<file path="src/rtl/router_preprocess_ctrl_if.sv">
// Snooped AXI-Stream bus bundle feeding the router preprocess control.
// master drives tdata/tvalid/tready/tlast; slave observes them.
interface router_preprocess_ctrl_if #(
  parameter int DW = 256
);
  logic [DW-1:0] tdata;
  logic          tvalid;
  logic          tready;
  logic          tlast;

  modport master (
    output tdata,
    output tvalid,
    output tready,
    output tlast
  );

  modport slave (
    input tdata,
    input tvalid,
    input tready,
    input tlast
  );
endinterface

</file>
<file path="src/rtl/router_preprocess_ctrl.sv">
// Word-position tracker, per-word strobes and IPv4 header check with a
// fall-through result FIFO ({is_ipv4, ip_checksum_ok, ttl_expired}).
module router_preprocess_ctrl #(
  parameter int C_S_AXIS_DATA_WIDTH    = 256,
  parameter int RESULT_FIFO_DEPTH_BITS = 2
) (
  input  logic clk,
  input  logic reset,
  router_preprocess_ctrl_if.slave s_axis,
  output logic word_MAC_HDR,
  output logic word_IP_DST_HI,
  output logic word_IP_DST_LO,
  output logic hdr_result_vld,
  output logic is_ipv4,
  output logic ip_checksum_ok,
  output logic ttl_expired,
  input  logic rd_hdr_result,
  output logic result_fifo_nearly_full,
  output logic result_overflow
);
  localparam int AW    = RESULT_FIFO_DEPTH_BITS;
  localparam int DEPTH = 1 << AW;

  typedef enum logic [1:0] {
    WORD0,
    WORD1,
    PAYLOAD
  } state_t;

  state_t      state_q, state_d;
  logic [15:0] eth_q, eth_d;
  logic [7:0]  vihl_q, vihl_d;
  logic [7:0]  ttl_q, ttl_d;
  logic [19:0] psum_q, psum_d;

  logic        beat;
  logic        push;
  logic [2:0]  res;
  logic [19:0] psum_w;
  logic [19:0] sum;
  logic [16:0] fold1;
  logic [15:0] fold2;
  logic        ip_ok;
  logic        unused_bits;

  assign beat = s_axis.tvalid && s_axis.tready;
  assign unused_bits = ^s_axis.tdata[239:160];

  // Nine halfwords of word 0 that belong to the IP header.
  always_comb begin
    psum_w = '0;
    for (int i = 0; i < 9; i++) begin
      psum_w = psum_w + 20'(s_axis.tdata[16*i +: 16]);
    end
  end

  assign sum   = psum_q + 20'(s_axis.tdata[255:240]);
  assign fold1 = 17'(sum[15:0]) + 17'(sum[19:16]);
  assign fold2 = fold1[15:0] + 16'(fold1[16]);
  assign ip_ok = (eth_q == 16'h0800) && (vihl_q == 8'h45);

  always_ff @(posedge clk) begin
    if (reset) begin
      state_q <= WORD0;
      eth_q   <= '0;
      vihl_q  <= '0;
      ttl_q   <= '0;
      psum_q  <= '0;
    end else begin
      state_q <= state_d;
      eth_q   <= eth_d;
      vihl_q  <= vihl_d;
      ttl_q   <= ttl_d;
      psum_q  <= psum_d;
    end
  end

  always_comb begin
    state_d        = state_q;
    eth_d          = eth_q;
    vihl_d         = vihl_q;
    ttl_d          = ttl_q;
    psum_d         = psum_q;
    push           = 1'b0;
    res            = 3'b000;
    word_MAC_HDR   = 1'b0;
    word_IP_DST_HI = 1'b0;
    word_IP_DST_LO = 1'b0;
    unique case (state_q)
      WORD0: begin
        if (beat) begin
          word_MAC_HDR   = 1'b1;
          word_IP_DST_HI = 1'b1;
          if (s_axis.tlast) begin
            push = 1'b1;
          end else begin
            eth_d   = s_axis.tdata[159:144];
            vihl_d  = s_axis.tdata[143:136];
            ttl_d   = s_axis.tdata[79:72];
            psum_d  = psum_w;
            state_d = WORD1;
          end
        end
      end
      WORD1: begin
        if (beat) begin
          word_IP_DST_LO = 1'b1;
          push = 1'b1;
          res  = {ip_ok,
                  ip_ok && (fold2 == 16'hFFFF),
                  ip_ok && (ttl_q <= 8'd1)};
          state_d = s_axis.tlast ? WORD0 : PAYLOAD;
        end
      end
      PAYLOAD: begin
        if (beat && s_axis.tlast) begin
          state_d = WORD0;
        end
      end
      default: state_d = WORD0;
    endcase
  end

  logic [2:0]    mem_q [DEPTH];
  logic [AW-1:0] wr_q, rd_q;
  logic [AW:0]   cnt_q;
  logic          ovf_q;
  logic          full, empty, pop, wr_en;

  assign full  = cnt_q == (AW+1)'(DEPTH);
  assign empty = cnt_q == '0;
  assign pop   = rd_hdr_result && !empty;
  // A pop in the same cycle frees the slot the push needs.
  assign wr_en = push && (!full || pop);

  always_ff @(posedge clk) begin
    if (reset) begin
      for (int i = 0; i < DEPTH; i++) mem_q[i] <= '0;
      wr_q  <= '0;
      rd_q  <= '0;
      cnt_q <= '0;
      ovf_q <= 1'b0;
    end else begin
      if (wr_en) begin
        mem_q[wr_q] <= res;
        wr_q        <= wr_q + 1'b1;
      end
      if (pop) rd_q <= rd_q + 1'b1;
      if (wr_en && !pop) cnt_q <= cnt_q + 1'b1;
      else if (pop && !wr_en) cnt_q <= cnt_q - 1'b1;
      if (push && !wr_en) ovf_q <= 1'b1;
    end
  end

  assign hdr_result_vld = !empty;
  assign is_ipv4        = !empty && mem_q[rd_q][2];
  assign ip_checksum_ok = !empty && mem_q[rd_q][1];
  assign ttl_expired    = !empty && mem_q[rd_q][0];
  assign result_fifo_nearly_full =
    cnt_q >= (AW+1)'(DEPTH - 1);
  assign result_overflow = ovf_q;
endmodule

</file>
<file path="src/flat_wrapper.sv">
// flat-port wrapper written by rule: the top's interface ports become plain ports
module router_preprocess_ctrl_flat 
#(
  parameter int C_S_AXIS_DATA_WIDTH    = 256,
  parameter int RESULT_FIFO_DEPTH_BITS = 2
)
  (clk, reset, word_MAC_HDR, word_IP_DST_HI, word_IP_DST_LO, hdr_result_vld, is_ipv4, ip_checksum_ok, ttl_expired, rd_hdr_result, result_fifo_nearly_full, result_overflow, s_axis_tdata, s_axis_tvalid, s_axis_tready, s_axis_tlast);
  router_preprocess_ctrl_if #(.DW(256)) s_axis_i ();
  input  logic clk;
  input  logic reset;
  output logic word_MAC_HDR;
  output logic word_IP_DST_HI;
  output logic word_IP_DST_LO;
  output logic hdr_result_vld;
  output logic is_ipv4;
  output logic ip_checksum_ok;
  output logic ttl_expired;
  input  logic rd_hdr_result;
  output logic result_fifo_nearly_full;
  output logic result_overflow;
  input wire logic [$bits(s_axis_i.tdata)-1:0] s_axis_tdata;
  input wire logic [$bits(s_axis_i.tvalid)-1:0] s_axis_tvalid;
  input wire logic [$bits(s_axis_i.tready)-1:0] s_axis_tready;
  input wire logic [$bits(s_axis_i.tlast)-1:0] s_axis_tlast;
  assign s_axis_i.tdata = s_axis_tdata;
  assign s_axis_i.tvalid = s_axis_tvalid;
  assign s_axis_i.tready = s_axis_tready;
  assign s_axis_i.tlast = s_axis_tlast;
  router_preprocess_ctrl #(.C_S_AXIS_DATA_WIDTH(C_S_AXIS_DATA_WIDTH), .RESULT_FIFO_DEPTH_BITS(RESULT_FIFO_DEPTH_BITS)) u_core (.clk(clk), .reset(reset), .s_axis(s_axis_i), .word_MAC_HDR(word_MAC_HDR), .word_IP_DST_HI(word_IP_DST_HI), .word_IP_DST_LO(word_IP_DST_LO), .hdr_result_vld(hdr_result_vld), .is_ipv4(is_ipv4), .ip_checksum_ok(ip_checksum_ok), .ttl_expired(ttl_expired), .rd_hdr_result(rd_hdr_result), .result_fifo_nearly_full(result_fifo_nearly_full), .result_overflow(result_overflow));
endmodule
</file>
<file path="config.mk">
export PLATFORM = sky130hd
export DESIGN_NAME = router_preprocess_ctrl_flat
export DESIGN_NICKNAME = d
export VERILOG_FILES = /design/src/rtl/router_preprocess_ctrl_if.sv /design/src/rtl/router_preprocess_ctrl.sv /design/src/flat_wrapper.sv
export SDC_FILE = /design/constraint.sdc
export NUM_CORES = 1
export LEC_CHECK = 0
export BUFFER_PORTS_ARGS = -buffer_cell sky130_fd_sc_hd__buf_4
export CAP_MARGIN = 15
export CORE_ASPECT_RATIO = 0.6
export CORE_MARGIN = 2
export CORE_UTILIZATION = 48
export DETAILED_ROUTE_END_ITERATION = 12
export GPL_ROUTABILITY_DRIVEN = 0
export PLACE_DENSITY = 0.79
export SLEW_MARGIN = 5
export SYNTH_ARGS = -nofsm -noshare
export SYNTH_HDL_FRONTEND = slang
export SYNTH_SLANG_ARGS = --single-unit
</file>
<file path="constraint.sdc">
create_clock -name clk -period 5.7 [get_ports clk]
set_input_delay 0.57 -clock clk [delete_from_list [all_inputs] [get_ports clk]]
set_output_delay 0.57 -clock clk [all_outputs]
set_load 0.1 [all_outputs]
</file>
==> flow_metrics.py <==
metrics = {
    "clocking": {
        "cts-buffers-inserted": 9,
        "root_buffer": "clkbuf_16",
        "clk_path_buf_depth": 2,
        "cts_tree": "yes",
        "clock_sinks": 75,
        "clock_latency_ps": 340,
        "path_clk_slew_ps": 60,
        "h-tree-depth": 3,
    },
    "grt": {
        "antenna_found_initial": 0,
        "grt_max_degree": 72,
        "grtUsageMet2": 0.413,
        "top_usage_layer": "met2",
        "first_global_vias": 8027,
        "grt_use_met1": 0.356,
        "met3_usage": 0.0563,
        "grt_pass1_wl_mm": 38.1,
        "grt-ovfl-total": 0,
        "grt_use_total": 0.256,
    },
    "power": {
        "switching_share": 0.455,
        "ir_drop_mv": 0.589,
        "power_frac_comb": 0.818,
        "p_seq_frac": 0.096,
        "internal_power_w": 0.00389,
        "p_leak_nw": 5.57,
        "power_frac_clock": 0.086,
        "power_density_nw_per_um2": 606,
        "p_sw_w": 0.00325,
    },
    "detailed_routing": {
        "via_count": 7781,
        "wl_mm": 23.0,
        "drc_errors": 0,
        "vias_per_cell": 5.21,
        "dr.first_iter.drc_count": 373,
        "dr.pass1.iters": 5,
        "wl_per_cell_microns": 15.4,
        "antenna_left": 0,
    },
    "timing": {
        "holdWs_ps": 453,
        "hold_violations": 0,
        "worstMarginPinSlew_ps": 1030,
        "finalSetupViolCount": 4,
        "clock.fmax_mhz": 170,
        "final.setup.tns_ps": -585,
        "drv_slew": 0,
        "setup_slack_ps": -183,
        "fin_skew_ps": 10.4,
        "min_period_ps": 5880,
        "rsz0062_at_grt": "yes",
        "fin_crit_sh": 1.03,
        "relSlewSlack": 0.309,
    },
    "yosys": {
        "synth_ff_type": "dfxtp_1",
        "synth_edf_count": 12,
        "synth.avg_cell_area_sq_um": 8.64,
        "syn_nets": 1374,
        "ys_seq_elements": 75,
        "yosysSeqAreaShare": 0.197,
        "synth_cell_types": 70,
        "yosysWarnings": 0,
        "postSynth.asyncResetShare": 0,
        "syn_inst": 953,
        "syn-cell-area_sq_um": 8240,
    },
    "finish": {
        "n_antenna_cell": 0,
        "final_common_cell": "buf_4",
        "multi_input_comb_area_sq_um": 6530,
        "layout_common_cells": "311 x buf_4, 158 x inv_1, 115 x nand2_1, 95 x fa_1, 68 x a21oi_1",
        "drive_gt1_frac": 0.363,
        "seqCellArea_sq_um": 1620,
        "final_nets": 1676,
        "area_growth_pct": 43.2,
        "fillers": 1339,
    },
    "floorplanning": {
        "coreArea_sq_um": 16900,
        "initial_core_util": 0.486,
        "die_w_microns": 173,
        "io-pin-count": 271,
        "row_count": 37,
        "die_y_microns": 105,
        "floorplan.die_area_sq_um": 18300,
    },
    "critical_path": {
        "worstSetupPathType": "register to register",
        "cp_max_fo": 4,
        "start_kind": "register",
        "required_ps": 5890,
        "cp.arrival_ps": 6080,
        "slowest_stage": "fa_2",
        "path_common_cell": "buf_4",
        "setup.worst_path.end_class": "register",
        "max_stage_delay_ps": 390,
    },
    "flow_run": {
        "maxCapViolCount": 0,
    },
    "status": {
        "status": "complete, but fails checks",
        "violations": "negative setup slack",
    },
    "place": {
        "io_buffers": 190,
        "post-dp-hpwl_mm": 17.9,
        "preCtsSetupSlack_ps": -605,
    },
    "worst_hold_path": {
        "min_path_type": "register to register",
    },
}
## path summary, 6_finish.rpt
path              cells after the start                  to              from  slack, ps
setup / recovery                     31  u_core.mem_q[2][1]  u_core.psum_q[0]       -180
hold / removal                        2    u_core.eth_q[15]  u_core.eth_q[15]        450
hold reg to reg                       2    u_core.eth_q[15]  u_core.eth_q[15]        450
setup reg to reg                     31  u_core.mem_q[2][1]  u_core.psum_q[0]       -180
## Yosys cell counts (all sizes together), types with 16 or more instances
library cell / instances / area, sq um
xnor2: 30 / 263
nand3: 16 / 80.1
clkbuf: 22 / 82.6
a21oi: 80 / 404
ha: 60 / 751
nand2: 122 / 460
xor2: 22 / 200
nor2: 51 / 191
inv: 166 / 623
fa: 99 / 1980
o21ai: 18 / 90.1
dfxtp: 63 / 1260
nor3: 21 / 105
## layer usage
metal,part of all wire,up-vias
met5,0,-
met4,0.017,0
met3,0.069,43
met2,0.45,263
met1,0.47,3710
li1,-,3765
## state kept, by name, indices dropped and copies added (netlist names), named ones only
signal	count
u_core.psum_q	20
u_core.eth_q	16
u_core.mem_q	12
u_core.vihl_q	8
u_core.ttl_q	7
u_core.cnt_q	3
u_core.rd_q	2
u_core.state_q	2
u_core.wr_q	2
u_core.result_overflow	1
## critical path, delay by kind of cell (launching register included)
| family | cells | cell delay [ps] |
|---|---|---|
| AOI/OAI and AO/OA | 7 | 1440 |
| xor gates and xnor gates | 1 | 170 |
| adders and majority gates | 4 | 1080 |
| buffers and inverters | 11 | 1300 |
| DFF | 1 | 350 |
| and+or+nand+nor | 8 | 1400 |
## power by group through the flow
| stage | logic [W] | registers, W | clock network [W] |
|---|---|---|---|
| floorplan | 0.00336 | 0.000671 | 0 |
| global placement | 0.00486 | 0.000689 | 0 |
| detailed placement | 0.00495 | 0.000692 | 0 |
| CTS | 0.00548 | 0.000684 | 0.000614 |
| global route | 0.00647 | 0.000695 | 0.000636 |
| finish | 0.00584 | 0.000687 | 0.000611 |
## area by class of cell
class / count / share of cell area
clock inverters: 5 / 0.00562
clock buffers: 11 / 0.0215
inverters: 166 / 0.0528
well taps: 234 / 0.0248
multi-input cells: 686 / 0.554
repair buffers: 317 / 0.204
flip-flops and latches: 75 / 0.138
## through the flow
step / total power (W) / instances / area [sq um] / util
6_report: 0.00714 / 1494 / 11800 / 0.696
5_1_grt: 0.00781 / 1494 / 11800 / 0.696
4_1_cts: 0.00677 / 1488 / 11500 / 0.680
3_5_place_dp: 0.00564 / 1453 / 10800 / 0.635
3_3_place_gp: 0.00555 / 1453 / 10800 / 0.635
2_1_floorplan: 0.00403 / 953 / 8390 / -
## cell families after synthesis
kind of cell / Yosys count / share of synthesized area
AO/OA/AOI/OAI: 181 / 0.146
XOR/XNOR: 52 / 0.0562
adder cells (fa/ha/maj): 159 / 0.332
buffers and inverters: 192 / 0.0899
flip-flops: 75 / 0.197
multiplexers: 6 / 0.0118
AND/OR/NAND/NOR: 288 / 0.168
## what timing repair did
| item | CTS | global route |
|---|---|---|
| resized for setup | 64 | 43 |
| pin swaps | 53 | 39 |
| hold buffers | 0 | 0 |
| setup endpoints to repair | 10 | 13 |
| buffers inserted | 19 | 9 |
(Power assumes the default switching activity.)
